$ cat src/rtl/reg_mgt_mc.sv
// Multi-channel TLK2711 register manager: per-link config banks, sticky W1C interrupts,
// RX event FIFO and soft-reset pulse. Define REG_MGT_MC_READBACK_EN to read back link config.
module reg_mgt_mc #(
  parameter int unsigned N_CH            = 4,
  parameter int unsigned ADDR_WIDTH      = 32,
  parameter int unsigned EVT_DEPTH       = 16,
  parameter int unsigned SOFT_RST_CYCLES = 255
) (
  input  logic                       clk,
  input  logic                       rst_n,
  input  logic                       i_reg_wen,
  input  logic [15:0]                i_reg_waddr,
  input  logic [63:0]                i_reg_wdata,
  input  logic                       i_reg_ren,
  input  logic [15:0]                i_reg_raddr,
  output logic [63:0]                o_reg_rdata,
  output logic                       o_reg_rvalid,
  output logic                       o_irq,
  output logic                       o_soft_rst,
  output logic [N_CH*ADDR_WIDTH-1:0] o_tx_base_addr,
  output logic [N_CH*32-1:0]         o_tx_total_packet,
  output logic [N_CH*16-1:0]         o_tx_packet_body,
  output logic [N_CH*16-1:0]         o_tx_packet_tail,
  output logic [N_CH*16-1:0]         o_tx_body_num,
  output logic [N_CH*4-1:0]          o_tx_mode,
  output logic [N_CH-1:0]            o_tx_start,
  output logic [N_CH*ADDR_WIDTH-1:0] o_rx_base_addr,
  output logic [N_CH-1:0]            o_rx_start,
  input  logic [N_CH-1:0]            i_tx_done,
  input  logic [N_CH-1:0]            i_rx_done,
  input  logic [N_CH-1:0]            i_loss,
  input  logic [N_CH*16-1:0]         i_rx_frame_length,
  input  logic [N_CH*16-1:0]         i_rx_frame_num,
  input  logic [N_CH*10-1:0]         i_tx_status,
  input  logic [N_CH*6-1:0]          i_rx_status
);

  localparam int unsigned PtrW = (EVT_DEPTH > 1) ? $clog2(EVT_DEPTH) : 1;
  localparam int unsigned CntW = PtrW + 1;
  localparam int unsigned SrW  = $clog2(SOFT_RST_CYCLES + 1);

  localparam logic [15:0] AddrSoftRst   = 16'h0000;
  localparam logic [15:0] AddrIrqStatus = 16'h0008;
  localparam logic [15:0] AddrIrqMask   = 16'h0010;
  localparam logic [15:0] AddrEvtPop    = 16'h0018;
  localparam logic [15:0] AddrEvtInfo   = 16'h0020;

  localparam logic [7:0] OffCtrl     = 8'h00;
  localparam logic [7:0] OffTxAddr   = 8'h08;
  localparam logic [7:0] OffTxLength = 8'h10;
  localparam logic [7:0] OffTxPacket = 8'h18;
  localparam logic [7:0] OffRxAddr   = 8'h20;
  localparam logic [7:0] OffStatus   = 8'h28;

  function automatic logic [63:0] evt_entry(input int unsigned ch, input logic [31:0] info);
    return {4'd2, 4'(ch), 24'h0, info};
  endfunction

  // Address decode
  logic [3:0] wr_ch, rd_ch;
  logic       wr_link, rd_link;

  assign wr_ch   = i_reg_waddr[11:8];
  assign rd_ch   = i_reg_raddr[11:8];
  assign wr_link = i_reg_wen && (i_reg_waddr[15:12] == 4'h1) && ({28'b0, wr_ch} < N_CH);
  assign rd_link = (i_reg_raddr[15:12] == 4'h1) && ({28'b0, rd_ch} < N_CH);

  // Per-link configuration bank
  logic [ADDR_WIDTH-1:0] tx_addr_q [N_CH];
  logic [31:0]           tx_len_q  [N_CH];
  logic [15:0]           tx_body_q [N_CH];
  logic [15:0]           tx_num_q  [N_CH];
  logic [15:0]           tx_tail_q [N_CH];
  logic [3:0]            tx_mode_q [N_CH];
  logic [ADDR_WIDTH-1:0] rx_addr_q [N_CH];
  logic [N_CH-1:0]       tx_start_req_q, rx_start_req_q, tx_start_q, rx_start_q;

  always_ff @(posedge clk or negedge rst_n) begin
    if (!rst_n) begin
      for (int c = 0; c < N_CH; c++) begin
        tx_addr_q[c] <= '0;
        tx_len_q[c]  <= '0;
        tx_body_q[c] <= '0;
        tx_num_q[c]  <= '0;
        tx_tail_q[c] <= '0;
        tx_mode_q[c] <= '0;
        rx_addr_q[c] <= '0;
      end
      tx_start_req_q <= '0;
      rx_start_req_q <= '0;
      tx_start_q     <= '0;
      rx_start_q     <= '0;
    end else begin
      // Start pulses trail the CTRL write by one cycle so config is stable first
      tx_start_q <= tx_start_req_q;
      rx_start_q <= rx_start_req_q;
      for (int c = 0; c < N_CH; c++) begin
        tx_start_req_q[c] <= 1'b0;
        rx_start_req_q[c] <= 1'b0;
        if (wr_link && (wr_ch == 4'(c))) begin
          case (i_reg_waddr[7:0])
            OffCtrl: begin
              tx_start_req_q[c] <= i_reg_wdata[0];
              rx_start_req_q[c] <= i_reg_wdata[1];
            end
            OffTxAddr:   tx_addr_q[c] <= i_reg_wdata[ADDR_WIDTH-1:0];
            OffTxLength: tx_len_q[c]  <= i_reg_wdata[31:0];
            OffTxPacket: begin
              tx_body_q[c] <= i_reg_wdata[15:0];
              tx_num_q[c]  <= i_reg_wdata[31:16];
              tx_tail_q[c] <= i_reg_wdata[47:32];
              tx_mode_q[c] <= i_reg_wdata[63:60];
            end
            OffRxAddr:   rx_addr_q[c] <= i_reg_wdata[ADDR_WIDTH-1:0];
            default: ;
          endcase
        end
      end
    end
  end

  always_comb begin
    o_tx_base_addr    = '0;
    o_tx_total_packet = '0;
    o_tx_packet_body  = '0;
    o_tx_packet_tail  = '0;
    o_tx_body_num     = '0;
    o_tx_mode         = '0;
    o_rx_base_addr    = '0;
    for (int c = 0; c < N_CH; c++) begin
      o_tx_base_addr[c*ADDR_WIDTH +: ADDR_WIDTH] = tx_addr_q[c];
      o_tx_total_packet[c*32 +: 32]              = tx_len_q[c];
      o_tx_packet_body[c*16 +: 16]               = tx_body_q[c];
      o_tx_packet_tail[c*16 +: 16]               = tx_tail_q[c];
      o_tx_body_num[c*16 +: 16]                  = tx_num_q[c];
      o_tx_mode[c*4 +: 4]                        = tx_mode_q[c];
      o_rx_base_addr[c*ADDR_WIDTH +: ADDR_WIDTH] = rx_addr_q[c];
    end
  end

  assign o_tx_start = tx_start_q;
  assign o_rx_start = rx_start_q;

  // Soft reset pulse; a rewrite reloads the counter
  logic [SrW-1:0] soft_cnt_q;
  logic           soft_wr;

  assign soft_wr = i_reg_wen && (i_reg_waddr == AddrSoftRst);

  always_ff @(posedge clk or negedge rst_n) begin
    if (!rst_n) begin
      soft_cnt_q <= '0;
    end else if (soft_wr) begin
      soft_cnt_q <= SrW'(SOFT_RST_CYCLES);
    end else if (soft_cnt_q != '0) begin
      soft_cnt_q <= soft_cnt_q - 1'b1;
    end
  end

  assign o_soft_rst = (soft_cnt_q != '0);

  // RX event arbitration with one-deep per-link pending slots
  logic [CntW-1:0] fifo_cnt_q;
  logic [PtrW-1:0] wr_ptr_q, rd_ptr_q;
  logic [63:0]     fifo_mem [EVT_DEPTH];
  logic            fifo_empty, fifo_full;
  logic            push, pop, granted, evt_ovf;
  logic [63:0]     push_data;
  logic [N_CH-1:0] slot_v_q, slot_v_d;
  logic [31:0]     slot_data_q [N_CH];
  logic [31:0]     slot_data_d [N_CH];
  logic [31:0]     rx_evt      [N_CH];

  assign fifo_empty = (fifo_cnt_q == '0);
  assign fifo_full  = (fifo_cnt_q == CntW'(EVT_DEPTH));
  assign pop        = i_reg_ren && (i_reg_raddr == AddrEvtPop) && !fifo_empty;

  always_comb begin
    for (int c = 0; c < N_CH; c++) begin
      rx_evt[c] = {i_rx_frame_num[c*16 +: 16], i_rx_frame_length[c*16 +: 16]};
    end
  end

  always_comb begin
    slot_v_d  = slot_v_q;
    push      = 1'b0;
    push_data = '0;
    evt_ovf   = 1'b0;
    granted   = 1'b0;
    for (int c = 0; c < N_CH; c++) begin
      slot_data_d[c] = slot_data_q[c];
      if (!granted && (slot_v_q[c] || i_rx_done[c])) begin
        granted     = 1'b1;
        slot_v_d[c] = 1'b0;
        // A pop in the same cycle frees the entry this push needs
        if (fifo_full && !pop) begin
          evt_ovf = 1'b1;
        end else begin
          push      = 1'b1;
          push_data = evt_entry(c, slot_v_q[c] ? slot_data_q[c] : rx_evt[c]);
        end
        if (slot_v_q[c] && i_rx_done[c]) evt_ovf = 1'b1;
      end else if (i_rx_done[c]) begin
        if (slot_v_q[c]) begin
          evt_ovf = 1'b1;
        end else begin
          slot_v_d[c]    = 1'b1;
          slot_data_d[c] = rx_evt[c];
        end
      end
    end
  end

  always_ff @(posedge clk or negedge rst_n) begin
    if (!rst_n) begin
      slot_v_q   <= '0;
      wr_ptr_q   <= '0;
      rd_ptr_q   <= '0;
      fifo_cnt_q <= '0;
      for (int c = 0; c < N_CH; c++) slot_data_q[c] <= '0;
    end else begin
      slot_v_q <= slot_v_d;
      for (int c = 0; c < N_CH; c++) slot_data_q[c] <= slot_data_d[c];
      if (push) wr_ptr_q <= wr_ptr_q + 1'b1;
      if (pop)  rd_ptr_q <= rd_ptr_q + 1'b1;
      case ({push, pop})
        2'b10:   fifo_cnt_q <= fifo_cnt_q + 1'b1;
        2'b01:   fifo_cnt_q <= fifo_cnt_q - 1'b1;
        default: ;
      endcase
    end
  end

  always_ff @(posedge clk) begin
    if (push) fifo_mem[wr_ptr_q] <= push_data;
  end

  // Sticky interrupt status; a set beats a W1C on the same bit
  logic [63:0] irq_status_q, irq_mask_q, irq_set, irq_clr;
  logic        irq_q;

  always_comb begin
    irq_set = '0;
    for (int c = 0; c < N_CH; c++) begin
      irq_set[3*c]   = i_tx_done[c];
      irq_set[3*c+1] = i_rx_done[c];
      irq_set[3*c+2] = i_loss[c];
    end
    irq_set[63] = evt_ovf;
    irq_clr     = (i_reg_wen && (i_reg_waddr == AddrIrqStatus)) ? i_reg_wdata : '0;
  end

  always_ff @(posedge clk or negedge rst_n) begin
    if (!rst_n) begin
      irq_status_q <= '0;
      irq_mask_q   <= '0;
      irq_q        <= 1'b0;
    end else begin
      irq_status_q <= (irq_status_q & ~irq_clr) | irq_set;
      irq_q        <= |(irq_status_q & irq_mask_q);
      if (i_reg_wen && (i_reg_waddr == AddrIrqMask)) irq_mask_q <= i_reg_wdata;
    end
  end

  assign o_irq = irq_q;

  // Registered read path
  logic [63:0] rdata_d, rdata_q;
  logic        rvalid_q;

  always_comb begin
    rdata_d = '0;
    if (rd_link) begin
      for (int c = 0; c < N_CH; c++) begin
        if (rd_ch == 4'(c)) begin
          case (i_reg_raddr[7:0])
            OffStatus: rdata_d = {48'h0, i_tx_status[c*10 +: 10], i_rx_status[c*6 +: 6]};
`ifdef REG_MGT_MC_READBACK_EN
            OffTxAddr:   rdata_d = 64'(tx_addr_q[c]);
            OffTxLength: rdata_d = 64'(tx_len_q[c]);
            OffTxPacket: rdata_d = {tx_mode_q[c], 12'h0, tx_tail_q[c], tx_num_q[c], tx_body_q[c]};
            OffRxAddr:   rdata_d = 64'(rx_addr_q[c]);
`endif
            default: ;
          endcase
        end
      end
    end else begin
      case (i_reg_raddr)
        AddrIrqStatus: rdata_d = irq_status_q;
        AddrIrqMask:   rdata_d = irq_mask_q;
        AddrEvtPop:    rdata_d = fifo_empty ? 64'h0 : fifo_mem[rd_ptr_q];
        AddrEvtInfo:   rdata_d = {32'h0, 8'(slot_v_q), 6'h0, fifo_full, fifo_empty,
                                  16'(fifo_cnt_q)};
        default: ;
      endcase
    end
  end

  always_ff @(posedge clk or negedge rst_n) begin
    if (!rst_n) begin
      rdata_q  <= '0;
      rvalid_q <= 1'b0;
    end else begin
      rvalid_q <= i_reg_ren;
      if (i_reg_ren) rdata_q <= rdata_d;
    end
  end

  assign o_reg_rdata  = rdata_q;
  assign o_reg_rvalid = rvalid_q;

endmodule

$ cat config.mk
export PLATFORM = sky130hd
export DESIGN_NAME = reg_mgt_mc
export DESIGN_NICKNAME = d
export VERILOG_FILES = /design/src/rtl/reg_mgt_mc.sv
export SDC_FILE = /design/constraint.sdc
export NUM_CORES = 2
export LEC_CHECK = 0
export BUFFER_PORTS_ARGS = -buffer_cell sky130_fd_sc_hd__clkbuf_2
export CORE_AREA = 2 2 383 385
export DETAILED_ROUTE_END_ITERATION = 10
export DIE_AREA = 0 0 385 387
export PLACE_DENSITY = 0.59
export SYNTH_ARGS = -nofsm -noshare
export SYNTH_HDL_FRONTEND = slang
export SYNTH_SLANG_ARGS = --single-unit
$ cat constraint.sdc
create_clock -name clk -period 7.85 [get_ports clk]
set_clock_uncertainty 0.15 [all_clocks]
set_input_delay 0.785 -clock clk [delete_from_list [all_inputs] [get_ports clk]]
set_output_delay 0.785 -clock clk [all_outputs]
set_load 0.02 [all_outputs]
Word-level counts from Yosys, hierarchy flattened
Memories as Yosys holds them, arrays and structs flattened.
Cells that the tools add are included.
Widths: inputs -> output; s select.

storage, ports and cells
  output and inout bits = 667
  bits in registers = 955
  memory bits (writable) = 1024
  memories kept = 1
  input port bits = 304

cells by class
  mux-type cells = 78
  equal/unequal tests = 22
  bitwise operators = 8
  reductions and logical operators = 62
  add/subtract/negate cells = 5
  order comparisons = 2

memories
  memory    words  width  rd ports  clocked after memory_dff  wr ports  line  text
  fifo_mem  16     64     1         0                         1         165   logic [63:0] fifo_mem [EVT_DEPTH];

operators with widths
  cell                 count
  $mux 64              15
  $pmux 64 s4          1
  $and 64x64->64       2
  $mux 32              4
  $mux 62              2
  $not 64->64          1
  $or 64x64->64        1
  $reduce_or 64->1     1
  $mux 1               51
  $eq 16x5->1 const B  3
  $reduce_and 2->1     20
  $eq 16x4->1 const B  2
  $mux 16              2
  $logic_and 1x1->1    20
  $eq 16x6->1 const B  1
  $eq 4x1->1 const B   4
  $eq 4x2->1 const B   4
  $eq 8x5->1 const B   2
  $eq 8x6->1 const B   2
  $logic_not 16->1     1
  $mux 8               2
  $reduce_bool 2->1    6
  $pmux 5 s2           1
  $add 4x1->4 const B  2
  other kinds (15)     27

Depth between registers and ports, before layout
  word-level depth = 18
  gate-level depth with buffers = 14
  depth with buffers taken out = 13

Worst setup path before layout
Ideal clock, no wire load.

  path kind = input to register
  from = input port i_reg_raddr[1]
  to = memory fifo_mem[10][0] (enable)
  stages on the path = 6
  library setup time = 396 ps
  buffers on the path = 2
  arrival time = 3475 ps
  slack = 3829 ps
  cell sequence = or4b_1 clkbuf_1 or4_4 a21boi_2 buf_2 and3_1

on the way
  word-level cells in the longest chain between the ends = 15

RTL lines
  what                                 line  text
  start: declaration                   15    input logic [15:0] i_reg_raddr,
  $eq 16x5->1 (*)                      176   assign pop = i_reg_ren && (i_reg_raddr == AddrEvtPop) && !fifo_empty;
  $logic_and 1x1->1 (*) (2 in series)  176
  $logic_not 1->1 (*)                  196   if (fifo_full && !pop) begin
  $logic_and 1x1->1 (*)                196
  $mux 1                               196
  $mux 1                               192   if (!granted && (slot_v_q[c] || i_rx_done[c])) begin
  $mux 1                               196
  $mux 1                               192
  $mux 1                               196
  $mux 1                               192
  $mux 1                               196
  $mux 1 (*)                           192
  named net push                       167   logic push, pop, granted, evt_ovf;
  $mux 1 (*)                           235   if (push) fifo_mem[wr_ptr_q] <= push_data;
  $mux 1 (not written as such) (*)     235
  end: declaration                     165

Mark *: on every way through the listed nets, which the timed path passes. The rest lies on a longest branch.

Worst setup path after layout
  from = register slot_v_q[0]
  to = memory fifo_mem[10][23] (data pin)

on the way
  word-level cells in the longest chain between the ends = 11

RTL lines
  what                                              line  text
  start: declaration                                169   logic [N_CH-1:0] slot_v_q, slot_v_d;
  start signal: assignment                          222   slot_v_q <= slot_v_d;
  branches (longest 10 deep; another with $mux 64)  --
  $mux 64 (*)                                       192
  named net push_data[23]                           168   logic [63:0] push_data;

Mark *: on every way through the listed nets, which the timed path passes.

==> impl_metrics.py <==
metrics = {
    "routing": {
        "wl_per_cell_um": 31.96,
        "drtAntennaViolNets": 0,
        "dr.pass1.iters": 5,
        "vias": 38058,
        "vias_per_cell": 5.733,
        "drcViolationCount": 0,
        "drtIter0Drc": 3156,
        "drt-total-wl_um": 212100,
    },
    "timing": {
        "worst_pin_slew_ps": 1199,
        "fmax_mhz": 252.7,
        "setup_ws_ps": 3893,
        "hold_viol_final": 0,
        "grt_setup_unrepaired": "no",
        "period_needed_ps": 3957,
        "slew_headroom_pct": 19.91,
        "slew_viol_final": 0,
        "timing.final.crit_share_pct": 50.41,
        "setup_tns_ps": 0,
        "setup_viol": 0,
        "worst_hold_slack_ps": 40.43,
    },
    "synthesis": {
        "synth_common_cells": "dfrtp_1, mux2_2, edfxtp_1, clkbuf_1, mux4_2",
        "synth_top_area_share_pct": 39.53,
        "yosysTopAreaCell": "dfrtp_1",
        "avgSynthCellArea_um2": 16.66,
        "synth.most_common_cell": "dfrtp_1",
        "synth_ff_type": "dfrtp_1",
        "netlist-cell-type-count": 70,
        "syn_area_mm2": 0.06045,
        "synth_edf_count": 560,
        "synth-seq-cells": 1515,
        "async_flop_share_pct": 63.04,
        "synth.top_cells.by_area": "dfrtp_1, edfxtp_1, mux2_2",
        "yosys_warnings": 0,
        "ys_seq_area_share_pct": 67.35,
        "synthCells": 3628,
        "synth_fp_nets": 3941,
    },
    "power": {
        "p_leak_nw": 32.77,
        "swShare_pct": 24.87,
        "combPwrFrac_pct": 9.1,
        "p_switching_mw": 4.643,
        "p_per_area_mw_per_mm2": 256.3,
        "internal-power_mw": 14.03,
        "pwr-share-seq_pct": 49.7,
        "peakVddDrop_mv": 0.2047,
        "clockPowerShare_pct": 41.2,
    },
    "layout": {
        "fin_nets": 4889,
        "drive_above_1_share_pct": 48.96,
        "instances_no_fill": 6638,
        "syn2layout_area_growth_pct": 20.52,
    },
    "die": {
        "die_w_um": 385,
        "start_util_pct": 41.73,
        "num_rows": 140,
        "coreArea_mm2": 0.1449,
        "pin_count": 971,
        "die-area_mm2": 0.1490,
        "die_h_um": 387,
    },
    "clocking": {
        "htreeDepth": 4,
        "clock_path_buffers": 3,
        "cts_tree": "built",
        "clk_pin_slew_worst_paths_ps": 60,
        "clock_latency_ps": 780,
        "cts.sinks": 1515,
        "cts_root_buffer": "clkbuf_16",
        "cts_buffers": 162,
        "post_cts_buffers": 0,
        "cts_resized": 0,
    },
    "global_route": {
        "track_usage_pct": 28.03,
        "grt_pass1_vias": 37535,
        "grt_pass1_wl_um": 295500,
        "antenna_found_initial": 32,
        "grt_overflow": 0,
        "grt_max_degree": 172,
    },
    "worst_setup_path": {
        "critPathKind": "flop to flop",
        "cp_cell_sequence": "nor4_2 -> buf_4 -> and2_1 -> nor2b_2 -> buf_4 -> a21oi_1 -> nor2_1",
        "cpMaxStageDelayCell": "nor2b_2",
        "crit_required_ps": 8120,
        "critPathArrivalTime_ps": 4230,
        "cp_slowest_stage_delay_ps": 890,
        "crit_path_max_fanout": 17,
        "end_kind": "flop",
        "cpMostUsedCell": "buf_4",
        "start_kind": "flop",
    },
    "worst_hold_path": {
        "min_path_type": "input pin to flop",
    },
    "place": {
        "dp_cells": 6323,
        "hpwl_um": 144000,
        "place_ws_ps": 3325,
        "io_buffers": 970,
        "place.gp.congestion": 0.8863,
    },
    "flow_run": {
        "cap_violations": 0,
    },
    "status": {
        "status": "complete, no violations",
    },
}
==> power groups by stage <==
stage	logic (mW)	clock network (mW)	registers (mW)
detailed placement	1.72	0	9.43
floorplan	0.861	0	9.35
global placement	1.70	0	9.39
global route	1.82	8.15	9.33
CTS	1.73	7.82	9.28
finish	1.70	7.70	9.27
==> logic make-up after synthesis <==
| kind of cell | synth area share (%) |
|---|---|
| compound gates | 5.775 |
| xor+xnor | 0.2318 |
| fa+ha+maj | 0.1863 |
| buf+inv | 2.169 |
| flops | 67.35 |
| mux | 21.49 |
| other cells | 0.006204 |
| simple gates | 2.784 |
==> layer usage <==
metal	GRT usage, %	up-vias	wire (um)
li1	-	15794	-
met1	36.70	20344	84980
met2	45.84	1606	103500
met3	7.098	298	17300
met4	8.594	16	6281
met5	0	-	100
==> layout make-up <==
cell class,instances,area (um2)
Antenna cell,15,37.54
Clock buffer,237,4708
Clock inverter,57,661.9
Fill cell,12334,72010
Inverter,13,48.80
Multi-Input combinational cell,1824,18660
Sequential cell,1515,40730
Tap cell,1917,2399
Timing Repair Buffer,1060,5605
==> flip-flops by register name, summed over array words and instances, names as in the netlist, 5 cells and up <==
name / count
o_tx_body_num: 64
fifo_cnt_q: 5
o_tx_packet_body: 64
o_tx_total_packet: 128
o_tx_base_addr: 128
irq_status_q: 64
o_rx_base_addr: 128
o_reg_rdata: 64
o_tx_packet_tail: 64
o_tx_mode: 16
fifo_mem: 560
soft_cnt_q: 8
irq_mask_q: 64
slot_data_q: 128
==> through the flow <==
| step | instance area [um2] | util, % | power, mW |
|---|---|---|---|
| 5_1_grt | 72840 | 50.28 | 19.30 |
| 3_5_place_dp | 67380 | 46.51 | 11.15 |
| 6_report | 72850 | 50.29 | 18.67 |
| 2_1_floorplan | 60450 | - | 10.21 |
| 3_3_place_gp | 67380 | 46.51 | 11.09 |
| 4_1_cts | 72810 | 50.26 | 18.83 |
==> final timing paths <==
kind                                         from  slack, ps  depth (start not counted)                   end
worst min-delay path                    i_loss[0]         40                          2       irq_status_q[2]
min in group asynchronous                   rst_n        460                          2  o_tx_packet_body[35]
worst max-delay path                  slot_v_q[0]       3890                          7      fifo_mem[10][23]
worst max register to register        slot_v_q[0]       3890                          7      fifo_mem[10][23]
worst min register to register  tx_start_req_q[3]        200                          0         o_tx_start[3]
max in group asynchronous                   rst_n       5040                          4       o_reg_rdata[51]
==> worst max-delay path: cells and delay by family, from the launching register on <==
family	cells	cell delay, ps
and+or+nand+nor	4	2120
buffers and inverters	2	610
DFF	1	480
AOI/OAI and AO/OA	1	200
==> cells in the final DEF, fill, tap and decap left out, types with 10 or more instances in the layout <==
cell type,n
nor3_1,15
clkbuf_1,40
a22oi_1,120
dfrtp_1,949
buf_4,80
clkbuf_2,969
inv_1,11
nor2b_1,28
o221ai_1,32
o2bb2ai_1,39
nand2_1,48
a221oi_1,32
a31oi_1,14
nor2_1,82
o22ai_1,16
clkinv_2,21
a21o_1,13
mux2_2,762
a21oi_1,47
nand3_1,32
a211oi_1,22
mux4_2,147
or3_1,13
nor4_1,10
a21boi_0,51
a2111oi_0,10
clkbuf_8,33
o21ai_0,28
clkbuf_16,164
a22o_1,26
nor2_4,15
diode_2,15
mux2i_1,65
xnor2_1,10
edfxtp_1,560
and3_2,12
mux2_4,30
nand4_1,10
==> what timing repair did <==
item	4_1_cts	5_1_grt
hold endpoints to repair	88	0
hold buffers	6	0
setup endpoints to repair	0	0
No activity file was read; power rests on OpenSTA's default activity.
